==> config.mk <==
export PLATFORM = sky130hd
export DESIGN_NAME = alu_share_arb
export DESIGN_NICKNAME = d
export VERILOG_FILES = /design/src/rtl/alu_pkg.sv /design/src/rtl/alu_share_arb_rr_arb2.sv /design/src/rtl/alu_share_arb.sv
export SDC_FILE = /design/constraint.sdc
export NUM_CORES = 1
export LEC_CHECK = 0
export CORE_AREA = 2 2 123 125
export DETAILED_ROUTE_END_ITERATION = 7
export DIE_AREA = 0 0 125 127
export PLACE_DENSITY = 0.82
export SETUP_SLACK_MARGIN = 0.5
export SLEW_MARGIN = 20
export SYNTH_ARGS = -nofsm -noshare
export SYNTH_HDL_FRONTEND = slang
export SYNTH_SLANG_ARGS = --single-unit
==> constraint.sdc <==
create_clock -name clk_i -period 3.7 [get_ports clk_i]
set_input_delay 0.925 -clock clk_i [delete_from_list [all_inputs] [get_ports clk_i]]
set_output_delay 0.925 -clock clk_i [all_outputs]
set_load 0.03 [all_outputs]
==> src/rtl/alu_pkg.sv <==
// Shared types and widths for the two-requester ALU sharing arbiter.
// Latency: n/a (type definitions only).
// Backpressure: n/a.
//
// Contents: data/opcode widths, ALU opcode enum, arbiter FSM state enum,
// and the captured-request bundle carried from a requester to the shared ALU.
package alu_pkg;

   localparam int XLEN = 32;
   localparam int OPW  = 4;

   // Opcode encoding understood by the shared ALU. Codes 10..15 are not
   // listed; the arbiter forwards them untouched and the ALU answers 0.
   typedef enum logic [OPW-1:0] {
      ALU_ADD  = 4'd0,
      ALU_SUB  = 4'd1,
      ALU_SLL  = 4'd2,
      ALU_SLT  = 4'd3,
      ALU_SLTU = 4'd4,
      ALU_XOR  = 4'd5,
      ALU_SRA  = 4'd6,
      ALU_SRL  = 4'd7,
      ALU_OR   = 4'd8,
      ALU_AND  = 4'd9
   } alu_op_e;

   typedef enum logic [1:0] {
      ST_IDLE = 2'd0,
      ST_EXEC = 2'd1,
      ST_RESP = 2'd2
   } arb_state_e;

   // Operation captured at accept time and replayed onto the ALU port.
   // The opcode is kept as raw bits so unlisted codes survive unchanged.
   typedef struct packed {
      logic [XLEN-1:0] rs1;
      logic [XLEN-1:0] rs2;
      logic [OPW-1:0]  op;
      logic            unsign;
   } alu_req_t;

endpackage

==> src/rtl/alu_share_arb_rr_arb2.sv <==
// Two-way round-robin grant: one-hot grant among valid requesters.
// Latency: purely combinational, zero cycles.
// Backpressure: none; the caller decides when a grant is consumed.
//
// Ports:
//   req  [1:0] in  - request vector, bit N = requester N valid
//   last       in  - index of the requester served most recently
//   gnt  [1:0] out - one-hot grant, 0 when nobody requests
module rr_arb2 (
   input  logic [1:0] req,
   input  logic       last,
   output logic [1:0] gnt
);

   always_comb begin
      gnt = 2'b00;
      case (req)
         2'b01:   gnt = 2'b01;
         2'b10:   gnt = 2'b10;
         // Tie: favour whoever was not served most recently.
         2'b11:   gnt = last ? 2'b01 : 2'b10;
         default: gnt = 2'b00;
      endcase
   end

endmodule

==> src/rtl/alu_share_arb.sv <==
// Shares one external combinational ALU between two requesters, one op at a time.
// Latency: accept at cycle T, response valid at T+2; new accept no earlier than T+3.
// Backpressure: response held stable until the owner's rsp ready; no accepts meanwhile.
//
// Ports:
//   clk_i, rst_ni                 - clock, asynchronous active-low reset
//   reqN_valid_i / reqN_ready_o   - request handshake for requester N (N=0,1)
//   reqN_rs1_i, reqN_rs2_i        - 32-bit operands of requester N
//   reqN_op_i, reqN_unsign_i      - opcode and unsigned flag of requester N
//   rspN_valid_o / rspN_ready_i   - response handshake for requester N
//   rspN_data_o                   - result for requester N (0 unless it owns RESP)
//   alu_rs1_o, alu_rs2_o          - operands to the shared ALU
//   alu_op_o, alu_unsign_o        - opcode / unsigned flag to the shared ALU
//   alu_rd_i                      - combinational ALU result
//   busy_o                        - high whenever the FSM is not idle
module alu_share_arb
   import alu_pkg::*;
(
   input  logic            clk_i,
   input  logic            rst_ni,

   input  logic            req0_valid_i,
   output logic            req0_ready_o,
   input  logic [XLEN-1:0] req0_rs1_i,
   input  logic [XLEN-1:0] req0_rs2_i,
   input  logic [OPW-1:0]  req0_op_i,
   input  logic            req0_unsign_i,
   output logic            rsp0_valid_o,
   output logic [XLEN-1:0] rsp0_data_o,
   input  logic            rsp0_ready_i,

   input  logic            req1_valid_i,
   output logic            req1_ready_o,
   input  logic [XLEN-1:0] req1_rs1_i,
   input  logic [XLEN-1:0] req1_rs2_i,
   input  logic [OPW-1:0]  req1_op_i,
   input  logic            req1_unsign_i,
   output logic            rsp1_valid_o,
   output logic [XLEN-1:0] rsp1_data_o,
   input  logic            rsp1_ready_i,

   output logic [XLEN-1:0] alu_rs1_o,
   output logic [XLEN-1:0] alu_rs2_o,
   output logic [OPW-1:0]  alu_op_o,
   output logic            alu_unsign_o,
   input  logic [XLEN-1:0] alu_rd_i,

   output logic            busy_o
);

   arb_state_e      state_q,  state_d;
   logic            last_q,   last_d;    // 1 = requester 1 served most recently
   alu_req_t        req_q,    req_d;
   logic            owner_q,  owner_d;
   logic [XLEN-1:0] result_q, result_d;

   logic [1:0]      gnt;
   logic            accept;
   logic            owner_rsp_rdy;
   alu_req_t        req0_bundle;
   alu_req_t        req1_bundle;

   assign req0_bundle = '{rs1: req0_rs1_i, rs2: req0_rs2_i,
                          op: req0_op_i, unsign: req0_unsign_i};
   assign req1_bundle = '{rs1: req1_rs1_i, rs2: req1_rs2_i,
                          op: req1_op_i, unsign: req1_unsign_i};

   rr_arb2 u_rr_arb2 (
      .req  ({req1_valid_i, req0_valid_i}),
      .last (last_q),
      .gnt  (gnt)
   );

   // A grant already implies the matching valid, so any grant in IDLE is an accept.
   assign accept = (state_q == ST_IDLE) && (gnt != 2'b00);

   // Only the owner's consume counts; the other requester's rsp ready is ignored.
   assign owner_rsp_rdy = owner_q ? rsp1_ready_i : rsp0_ready_i;

   always_comb begin
      state_d  = state_q;
      last_d   = last_q;
      req_d    = req_q;
      owner_d  = owner_q;
      result_d = result_q;

      case (state_q)
         ST_IDLE: begin
            if (accept) begin
               req_d   = gnt[1] ? req1_bundle : req0_bundle;
               owner_d = gnt[1];
               state_d = ST_EXEC;
            end
         end
         ST_EXEC: begin
            result_d = alu_rd_i;
            state_d  = ST_RESP;
         end
         ST_RESP: begin
            // The fairness pointer moves only once the response is consumed,
            // so a stalled response does not change who wins the next tie.
            if (owner_rsp_rdy) begin
               last_d  = owner_q;
               state_d = ST_IDLE;
            end
         end
         default: begin
            state_d = ST_IDLE;
         end
      endcase
   end

   always_ff @(posedge clk_i or negedge rst_ni) begin
      if (!rst_ni) begin
         state_q  <= ST_IDLE;
         last_q   <= 1'b1;     // requester 0 wins the first tie
         req_q    <= '0;
         owner_q  <= 1'b0;
         result_q <= '0;
      end else begin
         state_q  <= state_d;
         last_q   <= last_d;
         req_q    <= req_d;
         owner_q  <= owner_d;
         result_q <= result_d;
      end
   end

   // Ready is also gated by reset so nothing is offered while reset is held,
   // even if a requester keeps valid high through it.
   assign req0_ready_o = rst_ni && (state_q == ST_IDLE) && gnt[0];
   assign req1_ready_o = rst_ni && (state_q == ST_IDLE) && gnt[1];

   assign rsp0_valid_o = (state_q == ST_RESP) && !owner_q;
   assign rsp1_valid_o = (state_q == ST_RESP) &&  owner_q;
   assign rsp0_data_o  = rsp0_valid_o ? result_q : '0;
   assign rsp1_data_o  = rsp1_valid_o ? result_q : '0;

   // The ALU port always reflects the captured operation; consumers only
   // care about it during EXEC, when the result is sampled.
   assign alu_rs1_o    = req_q.rs1;
   assign alu_rs2_o    = req_q.rs2;
   assign alu_op_o     = req_q.op;
   assign alu_unsign_o = req_q.unsign;

   assign busy_o = (state_q != ST_IDLE);

endmodule

# --- After elaboration in Yosys (flattened, before gate mapping) ---
# Cells that the tools add are included.
totals:
  output_inout_bits: 138
  ff_bits: 105
  input_bits: 176
op_classes:
  n_reduce_logical: 13
  n_mux: 9
  n_eq_ne: 7
ops:
  columns: ["cell", "n"]
  rows:
  - ["two-way mux 69 bit", 1]
  - ["two-way mux 32 bit", 2]
  - ["case mux 2 bit (3 select lines)", 2]
  - ["== test 2 bit, second input constant", 3]
  - ["logical AND 1 bit", 6]
  - ["two-way mux 2 bit", 3]
  - ["AND reduction 2 bit", 3]
  - ["== test 2 x 1 -> 1 bit, second input constant", 2]
  - ["!= test 2 bit, second input constant", 2]
  - ["nonzero test 2 bit", 2]
  - ["logical NOT 2 bit", 1]
  - ["logical NOT 1 bit", 1]
  - ["two-way mux 1 bit", 1]

# --- Longest topological paths before layout ---
# Gate-level depths: netlist of run 1.
depth:
  ltp_word: 6
  mapped_depth: 5
  depth_no_buf: 3

# --- Hierarchy ---
# A second synthesis of run 1 with hierarchy kept.
hier_totals:
  hier_cells: 386
  area_unflattened_um2: 5579.1
by_module_without_submodules:
  columns: ["mod", "area_each_um2", "instances", "cells_per_inst"]
  rows:
  - ["alu_share_arb", 5560.3, 1, 383]
  - ["rr_arb2", 18.8, 1, 3]

# --- Worst setup path after synthesis of run 1 ---
# No wires, ideal clock.
synth_timing:
  kind: "in2out"
  startpoint: "input port req1_valid_i"
  endpoint: "output port req1_ready_o"
  required_time_ns: 2.775
  n_path_buf: 2
  slack_ns: 0.953
  arrival_ns: 1.822
  stages: 4
  path_cell_list: "a21bo_1 -> buf_6 -> buf_8 -> nor2_1"
synth_via:
  elab_chain_cells: 3
  elab_cells_between_ends: 5
synth_rtl:
  columns: ["item", "line", "source"]
  rows:
  - ["start: declaration", "alu_share_arb.sv:32", "input logic req1_valid_i,"]
  - ["== test 2 bit / == test 2 x 1 -> 1 bit (equally long branches)", "alu_share_arb_rr_arb2.sv:17", "case (req)"]
  - ["case mux 2 bit (3 select lines) *", "alu_share_arb_rr_arb2.sv:17", null]
  - ["logical AND 1 bit *", "alu_share_arb.sv:132", "assign req1_ready_o = rst_ni && (state_q == ST_IDLE) && gnt[1];"]
  - ["end: declaration", "alu_share_arb.sv:33", "output logic req1_ready_o,"]
# Every way passes the cells marked *; elsewhere a longest branch is shown, timed or not.

# --- Worst setup path in the final report of run 1 ---
# Same ends and word-level chain as after synthesis.

==> impl_metrics.yaml, run 1 <==
clock_tree:
  clkSinkCount: 105
  numCtsBuffers: 9
  clk_pin_slew_ns: 0.07
  cts_max_path_buffers: 2
  cts_root_buffer: "clkbuf_16"
  cts_tree: "done"
  cts_htree_levels: 3
  clk-insertion-delay-late_ns: 0.34
sta:
  relSlewSlack: 0.5006
  finalHoldViolations: 0
  setup_ws_ns: 0.5512
  period_needed_ns: 3.149
  max_freq_mhz: 317.6
  rsz0062_at_grt: "false"
  tns_ns: 0
  fin_skew_ns: 0.006294
  drv_slew: 0
  whs_ns: 0.5140
  period_share: 0.8510
  setup_viol: 0
  worstMarginPinSlew_ns: 0.7491
global_routing:
  grt_max_degree: 72
  grt_usage: 0.1919
  grt_pass1_vias: 4618
  grt_overflow_total: 0
  antenna_found_initial: 0
  grt_pass1_wl_mm: 24.24
floorplanning:
  start_util: 0.4040
  die-area_sq_um: 15880
  die_y_um: 127
  rows: 44
  fp.coreArea_sq_um: 14420
  boundaryPins: 314
  die_w_um: 125
flow_run:
  cap_violations: 0
placed_design:
  dp.cells: 863
  place_area_sq_um: 9026
  portBuffers: 313
  place_hpwl_mm: 11.97
  preCtsSetupSlack_ns: 0.2660
  place.gp.congestion: 0.8171
hold_path:
  hold_class: "flip-flop to flip-flop"
  hold_depth: 1
  holdPathEnd: "alu_rs2_o[21]$_DFFE_PN0P_"
  hold_path_startpoint: "alu_rs2_o[21]$_DFFE_PN0P_"
worst_setup_path:
  slowest_delay_ns: 0.52
  crit_arrival_ns: 2.22
  path_class: "input port to output pin"
  required_ns: 2.77
  r2r_slack_ns: 1.70
  crit_fanout: 3
  end_kind: "output pin"
  cp_slowest_cell: "clkdlybuf4s50_1"
  r2r-end: "alu_rs1_o[5]$_DFFE_PN0P_"
  startpoint_type: "input port"
  reg2reg_from: "last_q$_DFFE_PN1P_"
  reg2regPathDepth: 4
  worstPathCellList: "clkdlybuf4s50_1, a21bo_4, nor2_1, dlygate4sd2_1"
yosys:
  synth.avg_cell_area_sq_um: 14.83
  synth.top_cell.area_share: 0.4466
  netlist_top_cells_area: "dfrtp_1 45%, mux2_4 35%, and3_1 6.9%, mux2_2 6.6%, buf_12 1.0%"
  synth_nets: 569
  yosysWarningCount: 0
  synth_area_sq_um: 5827
  yosysTopAreaCell: "dfrtp_1"
  ys_ff_latch: 105
  syn_inst: 393
  seq_area_frac_synth: 0.4511
  synth_cell_types: 24
power_and_ir_drop:
  fin_total_pwr_mw: 7.522
  ir_worst_vdd_uv: 440.2
  power.density_nw_per_um2: 807.8
  p_leak_nw: 4.300
route:
  via_per_inst: 4.834
  avgRoutedWirePerCell_um: 17.50
  drt-initial-drc-count: 163
  drc: 0
  dr.pass1.iters: 4
  vias: 4249
  drt_wl_total_mm: 15.38
  ant_nets: 0
finish:
  utilization: 0.6456
  final_nets: 866
  fillCellCount: 1041
  diodes: 0
  syn_to_final_growth_pct: 59.82
  drive_gt1_frac: 0.2878
  final_cell_area_sq_um: 9313
  final_cells: 879
run_status:
  outcome: "completed"
area by class of cell:
type,instances,area [sq um],share of cell area
sequential,105,2629,0.2823
timing repair buffer,320,3209,0.3446
tap,184,230.2,0.02472
clock buffer,9,225.2,0.02418
clock inverter,7,56.30,0.006046
multi-input combinational,251,2948,0.3165
inverter,3,15.01,0.001612
report_power, final:
part	switching [mW]	total, mW	internal, mW
Sequential	0.383	2.14	1.75
Clock	0.421	0.883	0.462
Combinational	2.18	4.50	2.32
how the worst max path moves through the flow:
stage                                 startpoint              to  slack, ns
after floorplan                     req1_valid_i    req1_ready_o       0.95
final                               req1_valid_i    req1_ready_o       0.55
after global placement              req1_valid_i    req1_ready_o       0.33
after global routing                req1_valid_i    req1_ready_o       0.50
after CTS                 state_q[1]$_DFFE_PN0P_  rsp1_data_o[2]       0.52
after detailed placement            req1_valid_i    req1_ready_o       0.27
routing by layer:
layer / vias to the layer above / global-route usage / share of wire
met2: 199 / 0.3625 / 0.54
met4: 0 / 0.06797 / 0.022
met5: - / 0 / 0
met1: 2035 / 0.2085 / 0.37
met3: 24 / 0.04816 / 0.066
li1: 1991 / - / -
state kept, by name (all words and copies together), names as in the netlist:
name	cells
alu_unsign_o	1
last_q	1
owner_q	1
alu_op_o	4
alu_rs2_o	32
state_q	2
alu_rs1_o	32
result_q	32
placed cells by master, fill, tap and decap left out, types with 2 or more instances in the layout:
| cell | instances |
|---|---|
| dfrtp_1 | 104 |
| clkinv_4 | 4 |
| and3_1 | 64 |
| mux2_4 | 136 |
| clkdlybuf4s50_1 | 310 |
| mux2_2 | 34 |
| and2_1 | 2 |
| nand2_1 | 2 |
| nor2_1 | 3 |
| inv_1 | 2 |
| clkinvlp_4 | 2 |
| buf_12 | 2 |
| nor2b_2 | 2 |
| buf_4 | 5 |
| clkbuf_16 | 9 |
| dlygate4sd2_1 | 2 |
critical path: cells and delay by family:
family,cells,cell delay [ns]
simple gates,1,0.11
compound gates,1,0.26
buf+inv,2,0.93
synth_stat cells, drive strengths merged:
| cell | n |
|---|---|
| a21bo | 1 |
| and2 | 2 |
| mux2 | 170 |
| o2bb2ai | 1 |
| nand2 | 2 |
| nor2b | 2 |
| o22ai | 1 |
| inv | 3 |
| o21a | 1 |
| o21ai | 1 |
| a21o | 1 |
| a21oi | 1 |
| dfrtp | 104 |
| nor2 | 3 |
| mux2i | 1 |
| buf | 19 |
| and3 | 64 |
| clkbuf | 15 |
| dfstp | 1 |
logic make-up after synthesis:
family / share of synthesized area
buffers and inverters: 0.04617
muxes: 0.4179
AOI/OAI and AO/OA: 0.008590
and+or+nand+nor: 0.07623
DFF: 0.4512
timing repair:
action | 4_1_cts | 5_1_grt
gates resized for setup | 3 | 1
hold buffers | 0 | 0
pin swaps | 0 | 0
buffers inserted | 0 | 0
endpoints found under the setup margin | 11 | 64
Power figures use the tool's default switching activity.
==> inputs of run 2 (changes only) <==
CORE_AREA = 4 4 93 161   (was 2 2 123 125)
DIE_AREA = 0 0 97 165   (was 0 0 125 127)
PLACE_DENSITY = 0.86   (was 0.82)
==> run 2 against run 1 <==
Against the previous run: global-route usage is 0.38 points higher; cell area is 0.16% higher; clock-buffer cell count is 1 higher; sequential power hardly changed; combinational power is 2% higher; wire length is 7.8% higher; worst setup slack better by 0.025 ns; cell count is 0.46% lower; highest routed layer unchanged; register-to-register slack hardly changed; power is 1.4% higher.
==> impl_metrics.yaml, run 2 (synthesized netlist as in run 1, its figures left out) <==
run_status:
  outcome: "completed"
floorplanning:
  rows: 57
  die_w_um: 97
  fp.coreArea_sq_um: 13760
  start_util: 0.4233
  boundaryPins: 314
  die_y_um: 165
  die-area_sq_um: 16010
clock_tree:
  cts_htree_levels: 3
  clk-insertion-delay-late_ns: 0.34
  post_cts_buffers: 0
  clk_pin_slew_ns: 0.06
  numCtsBuffers: 9
  post_cts_resized: 3
  cts_root_buffer: "clkbuf_16"
  holdBufCountCts: 0
  cts_tree: "done"
  clkSinkCount: 105
  cts_max_path_buffers: 2
finish:
  drive_gt1_frac: 0.2908
  final_common_cell: "clkdlybuf4s50_1"
  diodes: 0
  final_cell_mix: "310 x clkdlybuf4s50_1, 136 x mux2_4, 104 x dfrtp_1"
  final_nets: 869
  syn_to_final_growth_pct: 60.08
sta:
  period_needed_ns: 3.123
  max_freq_mhz: 320.2
  fin_skew_ns: 0.01008
  tns_ns: 0
  period_share: 0.8441
  relSlewSlack: 0.5494
  worstMarginPinSlew_ns: 0.6759
  setup_ws_ns: 0.5767
  finalHoldViolations: 0
  rsz0062_at_grt: "false"
  drv_slew: 0
  setup_viol: 0
power_and_ir_drop:
  p_leak_nw: 4.324
  p_int_mw: 4.568
  power_frac_seq: 0.281
  pwr-share-clk: 0.120
  pwr-share-comb: 0.599
  power.switching_mw: 3.056
  power.density_nw_per_um2: 817.3
  switching_share: 0.4009
  ir_worst_vdd_uv: 493.2
worst_setup_path:
  end_kind: "output pin"
  path_class: "input port to output pin"
  crit_arrival_ns: 2.20
  required_ns: 2.77
  startpoint_type: "input port"
  crit_fanout: 3
route:
  avgRoutedWirePerCell_um: 18.96
  routed-wl-met2_mm: 9.228
  drc: 0
  routed.top_layer: "met4"
  dr.pass1.iters: 4
  vias: 4384
  wirelength_met1_mm: 5.531
  via_per_inst: 5.010
  wl_met3_mm: 1.113
  drt_wl_total_mm: 16.59
  ant_nets: 0
  drt-initial-drc-count: 88
global_routing:
  antenna_found_initial: 0
  grt_overflow_total: 0
  grt_pass1_wl_mm: 24.62
  grt_pass1_vias: 4811
  grt_max_degree: 71
  grt_usage: 0.1957
placed_design:
  portBuffers: 313
  place.gp.congestion: 0.8507
  preCtsSetupSlack_ns: 0.2999
  place_hpwl_mm: 13.15
flow_run:
  cap_violations: 0
hold_path:
  hold_class: "flip-flop to flip-flop"
-- run 2: worst paths after layout --
kind	from	end	slack (ns)	cells past startpoint
setup / recovery	req1_valid_i	req1_ready_o	0.58	4
hold / removal	alu_rs2_o[0]$_DFFE_PN0P_	alu_rs2_o[0]$_DFFE_PN0P_	0.51	1
setup reg to reg	last_q$_DFFE_PN1P_	alu_rs1_o[5]$_DFFE_PN0P_	1.70	4
hold reg to reg	alu_rs2_o[0]$_DFFE_PN0P_	alu_rs2_o[0]$_DFFE_PN0P_	0.51	1
max in group asynchronous	rst_ni	alu_rs1_o[19]$_DFFE_PN0P_	1.86	3
min in group asynchronous	rst_ni	result_q[2]$_DFFE_PN0N_	0.70	2
-- run 2: cell type report --
class                           instances  area [sq um]
Clock inverter                          6         47.55
Timing Repair Buffer                  323          3228
Fill cell                             961          4437
Sequential cell                       105          2629
Clock buffer                           10         239.0
Tap cell                              177         221.5
Inverter                                3         15.01
Multi-Input combinational cell        251          2948
-- run 2: through the flow --
step	cell area (sq um)	instances	hold WS, ns	total power, mW	util
3_5_place_dp	9040	859	0.4927	6.738	0.6568
3_3_place_gp	9040	859	0.4956	6.617	0.6568
5_1_grt	9328	875	0.5311	7.986	0.6777
2_1_floorplan	5827	393	0.4757	5.021	-
4_1_cts	9328	875	0.5142	7.697	0.6777
6_report	9328	875	0.5083	7.624	0.6777
-- run 2: layer usage --
layer / GRT usage / up-vias
met3: 0.05072 / 54
met1: 0.1911 / 2101
met2: 0.3720 / 227
met4: 0.1067 / 0
li1: - / 2002
met5: 0 / -
-- run 2: power groups by stage --
stage	registers, mW	clock network, mW	logic, mW
5_1_grt	2.21	0.995	4.78
6_report	2.14	0.914	4.57
4_1_cts	2.14	0.940	4.61
3_3_place_gp	2.11	0	4.50
2_1_floorplan	2.83	0	2.20
3_5_place_dp	2.13	0	4.60
-- run 2: worst max-delay path, cell delays in order --
cell,delay (ns)
clkdlybuf4s50_1,0.53
a21bo_4,0.26
nor2_1,0.08
dlygate4sd2_1,0.41
==> inputs of run 3 (changes only) <==
CORE_AREA = 4 4 97 167   (was 4 4 93 161)
DIE_AREA = 0 0 101 171   (was 0 0 97 165)
PLACE_DENSITY = 0.8   (was 0.86)
clock period = 3.2 ns   (was 3.7 ns; I/O delays follow)
==> run 3 against run 2 <==
Against the previous run: combinational power grew 12%; die area rose by 7.9%; global-route usage fell by 1.5 points; core utilization is 5.2 points lower; cell area shrank 0.46%; via count shrank 1.3%; largest power group unchanged; register-to-register slack worse by 0.45 ns; highest routed layer unchanged; wire length decreased by 1.2%; clock skew is essentially flat; worst setup slack worse by 0.028 ns; critical path type unchanged; power grew 14%; clock power up 20%.
==> impl_metrics.yaml, run 3 (synthesized netlist as in run 1, its figures left out) <==
run_status:
  outcome: "completed"
sta:
  tns_ns: 0
  worstMarginPinSlew_ns: 0.6760
  drv_slew: 0
  max_freq_mhz: 377.2
  rsz0062_at_grt: "true"
  fin_skew_ns: 0.01005
  finalHoldViolations: 0
  relSlewSlack: 0.5494
  whs_ns: 0.5129
  setup_viol: 0
  period_needed_ns: 2.651
  period_share: 0.8284
  setup_ws_ns: 0.5491
finish:
  diodes: 0
  utilization: 0.6258
  syn_to_final_growth_pct: 59.35
  final_cells: 878
  final_common_cell: "clkdlybuf4s50_1"
  drive_gt1_frac: 0.2935
  final_cell_area_sq_um: 9285
  final_cell_mix: "244 x clkdlybuf4s50_1, 136 x mux2_4, 104 x dfrtp_1"
  final_nets: 867
global_routing:
  grt_overflow_total: 0
  grt_usage: 0.1803
  grt_pass1_wl_mm: 24.04
  grt_max_degree: 71
  grt_pass1_vias: 4575
  antenna_found_initial: 0
worst_setup_path:
  path_class: "input port to output pin"
  r2r-end: "alu_rs1_o[5]$_DFFE_PN0P_"
  crit_arrival_ns: 1.85
  end_kind: "output pin"
  cp_slowest_cell: "clkdlybuf4s50_1"
  required_ns: 2.40
  worstPathCellList: "clkdlybuf4s50_1, a21bo_4, nor2_2, buf_12"
  slowest_delay_ns: 0.53
  startpoint_type: "input port"
  r2r_slack_ns: 1.25
  reg2reg_from: "last_q$_DFFE_PN1P_"
  crit_fanout: 3
  cp_top_family: "buffers and inverters"
  reg2regPathDepth: 4
  crit_buf_inv: 2
route:
  via_per_inst: 4.927
  drt-initial-drc-count: 129
  avgRoutedWirePerCell_um: 18.66
  vias: 4326
  ant_nets: 0
  drt_wl_total_mm: 16.38
  dr.pass1.iters: 4
  drc: 0
placed_design:
  portBuffers: 313
  place_area_sq_um: 9052
  place.gp.congestion: 0.8432
  dp.cells: 863
  preCtsSetupSlack_ns: 0.4840
  place_hpwl_mm: 13.03
floorplanning:
  die-area_sq_um: 17270
  boundaryPins: 314
  die_w_um: 101
  fp.coreArea_sq_um: 14840
  rows: 59
  die_y_um: 171
  start_util: 0.3927
hold_path:
  hold_class: "flip-flop to flip-flop"
  holdPathEnd: "alu_rs1_o[29]$_DFFE_PN0P_"
  hold_path_startpoint: "alu_rs1_o[29]$_DFFE_PN0P_"
  hold_depth: 1
clock_tree:
  clkSinkCount: 105
  clk_pin_slew_ns: 0.07
  cts_root_buffer: "clkbuf_16"
  clk-insertion-delay-late_ns: 0.34
  numCtsBuffers: 9
  cts_htree_levels: 3
  post_cts_buffers: 0
  holdBufCountCts: 0
  cts_tree: "done"
  cts_max_path_buffers: 2
power_and_ir_drop:
  pwr-share-clk: 0.126
  p_leak_nw: 4.609
  power_frac_seq: 0.286
  p_int_mw: 5.233
  switching_share: 0.3999
  power.switching_mw: 3.487
  ir_worst_vdd_uv: 1045
  fin_total_pwr_mw: 8.719
  power.density_nw_per_um2: 939.1
  pwr-share-comb: 0.588
flow_run:
  cap_violations: 0
==> run 3: area by class of cell <==
cell class                 count  area [sq um]
fill                        1160          5553
timing repair buffer         321          3163
multi-input combinational    251          2953
sequential                   105          2629
clock buffer                  11         242.7
tap                          183         229.0
clock inverter                 4         53.80
inverter                       3         15.01
==> run 3: routing by layer <==
layer / GRT usage / vias to the layer above / wire length, um
met3: 0.05059 / 35 / 1293
met5: 0 / - / 0
li1: - / 1990 / -
met4: 0.07292 / 0 / 532
met2: 0.3383 / 218 / 8946
met1: 0.1840 / 2083 / 5607
==> run 3: worst reg2reg max path, stage by stage (launching register included) <==
cell	delay [ns]
dfstp_2	0.58
a21bo_4	0.16
buf_12	0.42
mux2_2	0.40
mux2_2	0.26
==> run 3: what timing repair did <==
item,4_1_cts,5_1_grt
cloned,0,0
setup endpoints to repair,67,6
gates resized for setup,69,7
==> run 3: how the worst max path moves through the flow <==
stage | startpoint | to | slack, ns | cells after the start
3_5_place_dp | req0_valid_i | alu_rs1_o[5]$_DFFE_PN0P_ | 0.48 | 5
4_1_cts | state_q[1]$_DFFE_PN0P_ | rsp0_data_o[1] | 0.35 | 4
2_1_floorplan | req1_valid_i | req1_ready_o | 0.70 | 4
5_1_grt | state_q[0]$_DFFE_PN0P_ | busy_o | 0.50 | 3
6_report | req1_valid_i | req1_ready_o | 0.55 | 4
3_3_place_gp | req1_valid_i | req1_ready_o | 0.51 | 4
==> run 3: power by group through the flow <==
stage | clock (mW) | combinational [mW] | sequential (mW)
after floorplan | 0 | 2.54 | 3.27
after global placement | 0 | 5.19 | 2.45
after detailed placement | 0 | 5.30 | 2.48
after CTS | 1.14 | 5.19 | 2.49
after global routing | 1.19 | 5.38 | 2.57
final | 1.10 | 5.13 | 2.49
